File: src/rtl/exec_dispatch_queue.sv
// exec_dispatch_queue
//   In-order dispatch buffer feeding the execution stage's two-lane issue
//   interface. Micro-ops arrive in pairs, sit in a circular FIFO, and are
//   presented oldest-first on two lanes. A lane only goes valid when its
//   functional unit is free and the two lanes do not target the same unit.
//
// Ports
//   clk          in   clock
//   rst_n        in   asynchronous active-low reset
//   in_valid     in   [1:0] push request per lane (lane 0 is older)
//   in_data      in   to_execution[1:0] payloads (.valid ignored on entry)
//   in_ready     out  FIFO can take two ops this cycle
//   busy_fu      in   [FU_NUMBER-1:0] per functional unit busy
//   flush_valid  in   pipeline flush (clears pointers at the clock edge)
//   t_execution  out  to_execution[1:0] dispatched ops (lane 0 is older)
//   occupancy    out  [CNT_BITS-1:0] current entry count

package exec_dispatch_pkg;
  // Functional unit encoding: 0 load/store, 1 floating point, 2 integer, 3 branch
  typedef struct packed {
    logic        valid;
    logic [1:0]  functional_unit;
    logic [5:0]  rob_id;
    logic [31:0] operand;
  } to_execution;
endpackage

module exec_dispatch_queue
  import exec_dispatch_pkg::*;
#(
  parameter int DEPTH     = 8,
  parameter int FU_NUMBER = 4,
  parameter int CNT_BITS  = $clog2(DEPTH) + 1
) (
  input  logic                 clk,
  input  logic                 rst_n,
  input  logic [1:0]           in_valid,
  input  to_execution [1:0]    in_data,
  output logic                 in_ready,
  input  logic [FU_NUMBER-1:0] busy_fu,
  input  logic                 flush_valid,
  output to_execution [1:0]    t_execution,
  output logic [CNT_BITS-1:0]  occupancy
);

  localparam int PTR_BITS = $clog2(DEPTH);
  localparam logic [CNT_BITS-1:0] DEPTH_C = CNT_BITS'(DEPTH);

  to_execution         mem [DEPTH];
  logic [PTR_BITS-1:0] head;
  logic [PTR_BITS-1:0] tail;
  logic [PTR_BITS-1:0] head_p1;
  logic [PTR_BITS-1:0] tail_p1;
  logic [CNT_BITS-1:0] count;

  logic                push_en;
  logic [1:0]          push_cnt;
  logic [1:0]          pop_cnt;
  to_execution         wr_first;
  to_execution         wr_second;
  logic [1:0]          fu0;
  logic [1:0]          fu1;
  logic                issue0;
  logic                issue1;

  // Pointer arithmetic wraps naturally because DEPTH is a power of two.
  assign head_p1   = head + PTR_BITS'(1);
  assign tail_p1   = tail + PTR_BITS'(1);

  // Only the registered count is used here; same-cycle pops are not credited.
  assign in_ready  = (DEPTH_C - count) >= CNT_BITS'(2);
  assign occupancy = count;

  // Push side: lanes are compacted so a lone lane-1 op still lands at tail.
  always_comb begin
    push_en   = in_ready && !flush_valid && (in_valid != 2'b00);
    push_cnt  = 2'd0;
    if (push_en) begin
      push_cnt = {1'b0, in_valid[0]} + {1'b0, in_valid[1]};
    end
    wr_first        = in_valid[0] ? in_data[0] : in_data[1];
    wr_first.valid  = 1'b0;
    wr_second       = in_data[1];
    wr_second.valid = 1'b0;
  end

  // Dispatch side: lane 1 may only issue alongside lane 0 (strict in-order),
  // and never onto the same unit as lane 0.
  always_comb begin
    fu0    = mem[head].functional_unit;
    fu1    = mem[head_p1].functional_unit;
    issue0 = (count != '0) && !busy_fu[fu0] && !flush_valid;
    issue1 = issue0 && (count >= CNT_BITS'(2)) && (fu1 != fu0) && !busy_fu[fu1];
    pop_cnt = {1'b0, issue0} + {1'b0, issue1};

    t_execution[0]       = mem[head];
    t_execution[0].valid = issue0;
    t_execution[1]       = mem[head_p1];
    t_execution[1].valid = issue1;
  end

  // Storage carries no reset; stale entries are never presented because
  // the valids are qualified by count.
  always_ff @(posedge clk) begin
    if (push_en) begin
      mem[tail] <= wr_first;
      if (in_valid == 2'b11) begin
        mem[tail_p1] <= wr_second;
      end
    end
  end

  // Pointer and count state; flush wins over any push or pop in its cycle.
  always_ff @(posedge clk or negedge rst_n) begin
    if (!rst_n) begin
      head  <= '0;
      tail  <= '0;
      count <= '0;
    end else if (flush_valid) begin
      head  <= '0;
      tail  <= '0;
      count <= '0;
    end else begin
      head  <= head + PTR_BITS'(pop_cnt);
      tail  <= tail + PTR_BITS'(push_cnt);
      count <= count + CNT_BITS'(push_cnt) - CNT_BITS'(pop_cnt);
    end
  end

endmodule
File: config.mk
export PLATFORM = sky130hd
export DESIGN_NAME = exec_dispatch_queue
export DESIGN_NICKNAME = d
export VERILOG_FILES = /design/src/rtl/exec_dispatch_queue.sv
export SDC_FILE = /design/constraint.sdc
export NUM_CORES = 1
export LEC_CHECK = 0
export CORE_MARGIN = 4
export CORE_UTILIZATION = 58
export DETAILED_ROUTE_END_ITERATION = 12
export GPL_ROUTABILITY_DRIVEN = 0
export PLACE_DENSITY = 0.83
export SLEW_MARGIN = 20
export SYNTH_ARGS = -nofsm -noshare
export SYNTH_HDL_FRONTEND = slang
export SYNTH_SLANG_ARGS = --single-unit
export TNS_END_PERCENT = 5
File: constraint.sdc
create_clock -name clk -period 5.7 [get_ports clk]
set_input_delay 0.855 -clock clk [delete_from_list [all_inputs] [get_ports clk]]
set_output_delay 0.855 -clock clk [all_outputs]
set_load 0.05 [all_outputs]
=== Word level (Yosys, flattened, before mapping) ===
Memories as Yosys holds them, arrays and structs flattened.
Cells that the tools add are included.

* Register bits after elaboration: 10
* RAM bits: 320
* Bits of input ports: 91
* Output and inout bits: 87
* Word-level logic and storage cells: 45
* Memories: 1

{| class="wikitable"
|+ Memories
! memory !! depth !! width !! rd ports !! clocked after Yosys merged registers in !! write ports !! line !! source
|-
| mem || 8 || 40 || 2 || 0 || 2 || 49 || <nowiki>to_execution mem [DEPTH];</nowiki>
|}

* $add $sub $neg: 9
* $lt $le $gt $ge: 4
* Equality and inequality tests: 2
* Mux-type cells: 14
* Reduce and logical (&&, ||, !) cells: 12

{| class="wikitable"
|+ Operators by type and width
! cell !! number
|-
| $mux W40 || 1
|-
| $ge A4 B2 Y1 const B || 2
|-
| $logic_and A1 B1 Y1 || 7
|-
| $mux W1 || 7
|-
| $add A3 B1 Y3 const B || 2
|-
| $add A3 B2 Y3 || 2
|-
| $lt A2 B3 Y1 const B || 2
|-
| $mux W3 || 2
|-
| $add A1 B1 Y2 || 2
|-
| $add A4 B2 Y4 || 1
|-
| $bmux W1 S2 || 2
|-
| $mux W4 || 1
|-
| $reduce_bool A4 Y1 || 1
|-
| $sub A4 B2 Y4 || 1
|-
| $sub A4 B4 Y4 const A || 1
|-
| $logic_not A1 Y1 || 3
|-
| $eq A2 B2 Y1 const B || 1
|-
| $mux W2 || 1
|-
| $ne A2 B2 Y1 || 1
|-
| $reduce_bool A2 Y1 || 1
|}

=== Logic depth before layout (Yosys ltp) ===
An unclocked memory read counts as a cell.

* Depth in word-level cells: 12
* Gate-level depth with buffers: 16
* Mapped depth without buffers: 14

=== Worst setup path after synthesis ===
Ideal clock, no wire load.

* Kind: in2reg
* From: in in_valid[0]
* To: mem mem[1][0] (netlist bit) (enable)
* Library setup time: 498 ps
* Data arrival time: 5577 ps
* Data required time: 5202 ps
* Path slack: -375 ps
* Cell stages on the path: 9
* Path buffers: 3
* Cells stage by stage: clkbuf_1 -> clkbuf_1 -> inv_1 -> ha_1 -> or2_2 -> a41oi_1 -> buf_2 -> nand2_1 -> o31ai_1

{| class="wikitable"
|+ RTL lines
! what !! line !! source
|-
| from (decl) || 37 || <nowiki>input logic [1:0] in_valid,</nowiki>
|-
| to (decl) || 49 ||
|}

==> results.sh <==
export IMPL_synth_largest_area_cell="edfxtp_1"
export IMPL_final_setup_viol_count=0
export IMPL_wl_per_cell_um=25.3
export IMPL_worstSkewPairLatency_ns=0.50
export IMPL_postPlaceCellArea_um2=21100
export IMPL_finalPower_mw=10.2
export IMPL_drv_cap=0
export IMPL_num_io_pins=178
export IMPL_dpl_hpwl_um=29800
export IMPL_fillers=2167
export IMPL_avgSynthCellArea_um2=12.6
export IMPL_syn_inst=1515
export IMPL_layout_nets=1706
export IMPL_crit_cells=5
export IMPL_switching_share_pct=38.5
export IMPL_cts_tree="built"
export IMPL_endpoint_kind="output port"
export IMPL_synth_most_common_cell="nor2_1"
export IMPL_cts_hold_fix_buffers=0
export IMPL_power_frac_seq_pct=29.8
export IMPL_drive_gt1_share_pct=20.7
export IMPL_r2r_cells=14
export IMPL_yosysWarnings=0
export IMPL_post_cts_buffers=0
export IMPL_yosysTopAreaCellShare_pct=50.5
export IMPL_intPower_mw=6.28
export IMPL_final_util_pct=68.4
export IMPL_slowest_stage="buf_4"
export IMPL_cts_sinks=330
export IMPL_preCtsSetupSlack_ns=0.938
export IMPL_irDropWorstVdd_mv=0.343
export IMPL_worstMarginPinSlew_ns=1.06
export IMPL_grt_max_degree=81
export IMPL_status="finished, final reports clean"
export IMPL_viasPerCell=6.68
export IMPL_rows=66
export IMPL_hold_viol=0
export IMPL_io_buffers=175
export IMPL_dieArea_um2=35700
export IMPL_synthTopCellsByArea="edfxtp_1, mux4_2, a21oi_1"
export IMPL_overflow=0
export IMPL_htreeDepth=2
export IMPL_path_clk_slew_ns=0.06
export IMPL_cts_buffer_depth=3
export IMPL_critPathTopFamily="buffers and inverters"
export IMPL_synth_area_um2=19000
export IMPL_dr_pass1_iters=6
export IMPL_multi_input_area_um2=8550
export IMPL_p_comb_share_pct=48.3
export IMPL_cts_resized=0
export IMPL_clock_skew_ns=0.0177
export IMPL_period_needed_ns=4.98
export IMPL_synth_edf_count=320
export IMPL_drc=0
export IMPL_path_buf_inv=2
export IMPL_synthArstFlopShare_pct=3.03
export IMPL_synthTopCellsByCount="nor2_1, a21oi_1, edfxtp_1"
export IMPL_core_um2=32500
export IMPL_regArea_um2=9870
export IMPL_crit_path_cell_trace="ha_4 > buf_4 > mux4_2 > mux2_2 > clkdlybuf4s50_1"
export IMPL_cts_root_buf="clkbuf_16"
export IMPL_ant_nets=0
export IMPL_yosys_most_used_dff="edfxtp_1"
export IMPL_synth_distinct_cells=37
export IMPL_path_max_fanout=50
export IMPL_synth_fp_nets=1624
export IMPL_die_w_um=189
export IMPL_cp_arrival_ns=4.13
export IMPL_max_stage_delay_ns=0.75
export IMPL_antenna_found_initial=2
export IMPL_track_usage_pct=29.1
export IMPL_maxSlewHeadroom_pct=29.4
export IMPL_clkPwrFrac_pct=21.9
export IMPL_setup_slack_ns=0.718
export IMPL_drt_total_wl_um=52200
export IMPL_hold_path_class="in2async"
export IMPL_required_ns=4.85
export IMPL_power_density_nw_per_um2=460
export IMPL_vias=13800
export IMPL_ys_seq_area_share_pct=51.9
export IMPL_fp_dieH_um=189
export IMPL_antennaDiodeCount=0
export IMPL_yosys_register_bits=330
export IMPL_drtIter0Drc=1883
export IMPL_start_util_pct=58.6
export IMPL_grt_pass1_vias=14000
export IMPL_path_class="reg2out"
export IMPL_fmax_mhz=201
export IMPL_hold_slack_ns=0.695
export IMPL_grt_first_pass_wirelength_um=80100
export IMPL_syn2layout_area_growth_pct=16.7
export IMPL_period_share_pct=87.4
export IMPL_power_switching_mw=3.94
export IMPL_rsz0062_at_grt="no"
export IMPL_cts_buffers=35
export IMPL_slew_violations=0
export IMPL_p_leak_nw=7.47
export IMPL_crit_path_start_kind="register"
export IMPL_final_area_um2=22200
## placed cells by master, fill, tap and decap left out, drive strengths merged
cell type and instances:
mux2 82, or4 1, xnor2 4, edfxtp 320, clkbuf 44, clkdlybuf4s50 173, dfrtp 10, a211oi 1
inv 17, xor2 6, nor3b 1, and3 1, o21ai 6, nor2 328, clkinvlp 1, mux2i 44
a21o 1, buf 37, bufinv 3, nor2b 5, a41oi 1, o31ai 3, clkinv 13, nand2 3
ha 14, or2 1, a21oi 322, nand2b 3, nand4 5, fa 4, and2 3, nand4b 4
mux4 160
## power groups by stage
stage	logic, mW	clock network (mW)	registers (mW)
5_1_grt	5.17	2.35	3.06
4_1_cts	4.95	2.24	3.04
6_report	4.94	2.23	3.04
3_3_place_gp	4.84	0	3.07
2_1_floorplan	3.58	0	3.05
3_5_place_dp	4.91	0	3.09
## stage by stage
| stage | setup TNS (ns) | std cells |
|---|---|---|
| final | 0 | 2063 |
| after global routing | 0 | 2063 |
| after CTS | 0 | 2063 |
| after detailed placement | 0 | 2002 |
| after global placement | 0 | 2002 |
| after floorplan | -33.01 | 1515 |
## sequential cells by signal (all words and copies together) (netlist names)
register   flops
head           3
mem          320
occupancy      4
tail           3
## path summary, 6_finish.rpt
path | slack [ns] | start | to
hold / removal | 0.70 | rst_n | head[0]
min in group clk | 0.74 | occupancy[0] | occupancy[0]
setup reg to reg | 0.96 | head[0] | occupancy[3]
max in group asynchronous | 4.61 | rst_n | head[1]
setup / recovery | 0.72 | head[0] | t_execution[44]
hold reg to reg | 0.74 | occupancy[0] | occupancy[0]
## layout make-up
class	instances	area share, %
Inverter	17	0.287
Multi-Input combinational cell	1003	38.5
Sequential cell	330	44.5
Tap cell	442	2.49
Clock buffer	44	4.29
Timing Repair Buffer	210	9.22
Clock inverter	17	0.716
## logic make-up after synthesis
family          after synthesis  synth area share (%)
compound gates              334                  8.90
xor+xnor                     10                 0.461
fa+ha+maj                    18                  1.34
buf+inv                     182                  3.83
flops                       330                  51.9
mux                         286                  26.2
simple gates                355                  7.39
## layer usage
layer	global-route usage, %	wire length [um]	vias to the layer above
met5	0	24	-
met4	11.4	1920	4
met3	4.87	6180	155
met2	49.2	26000	985
met1	38.1	18100	6727
li1	-	-	5900
Note: power is estimated with default switching activity, not from simulation.
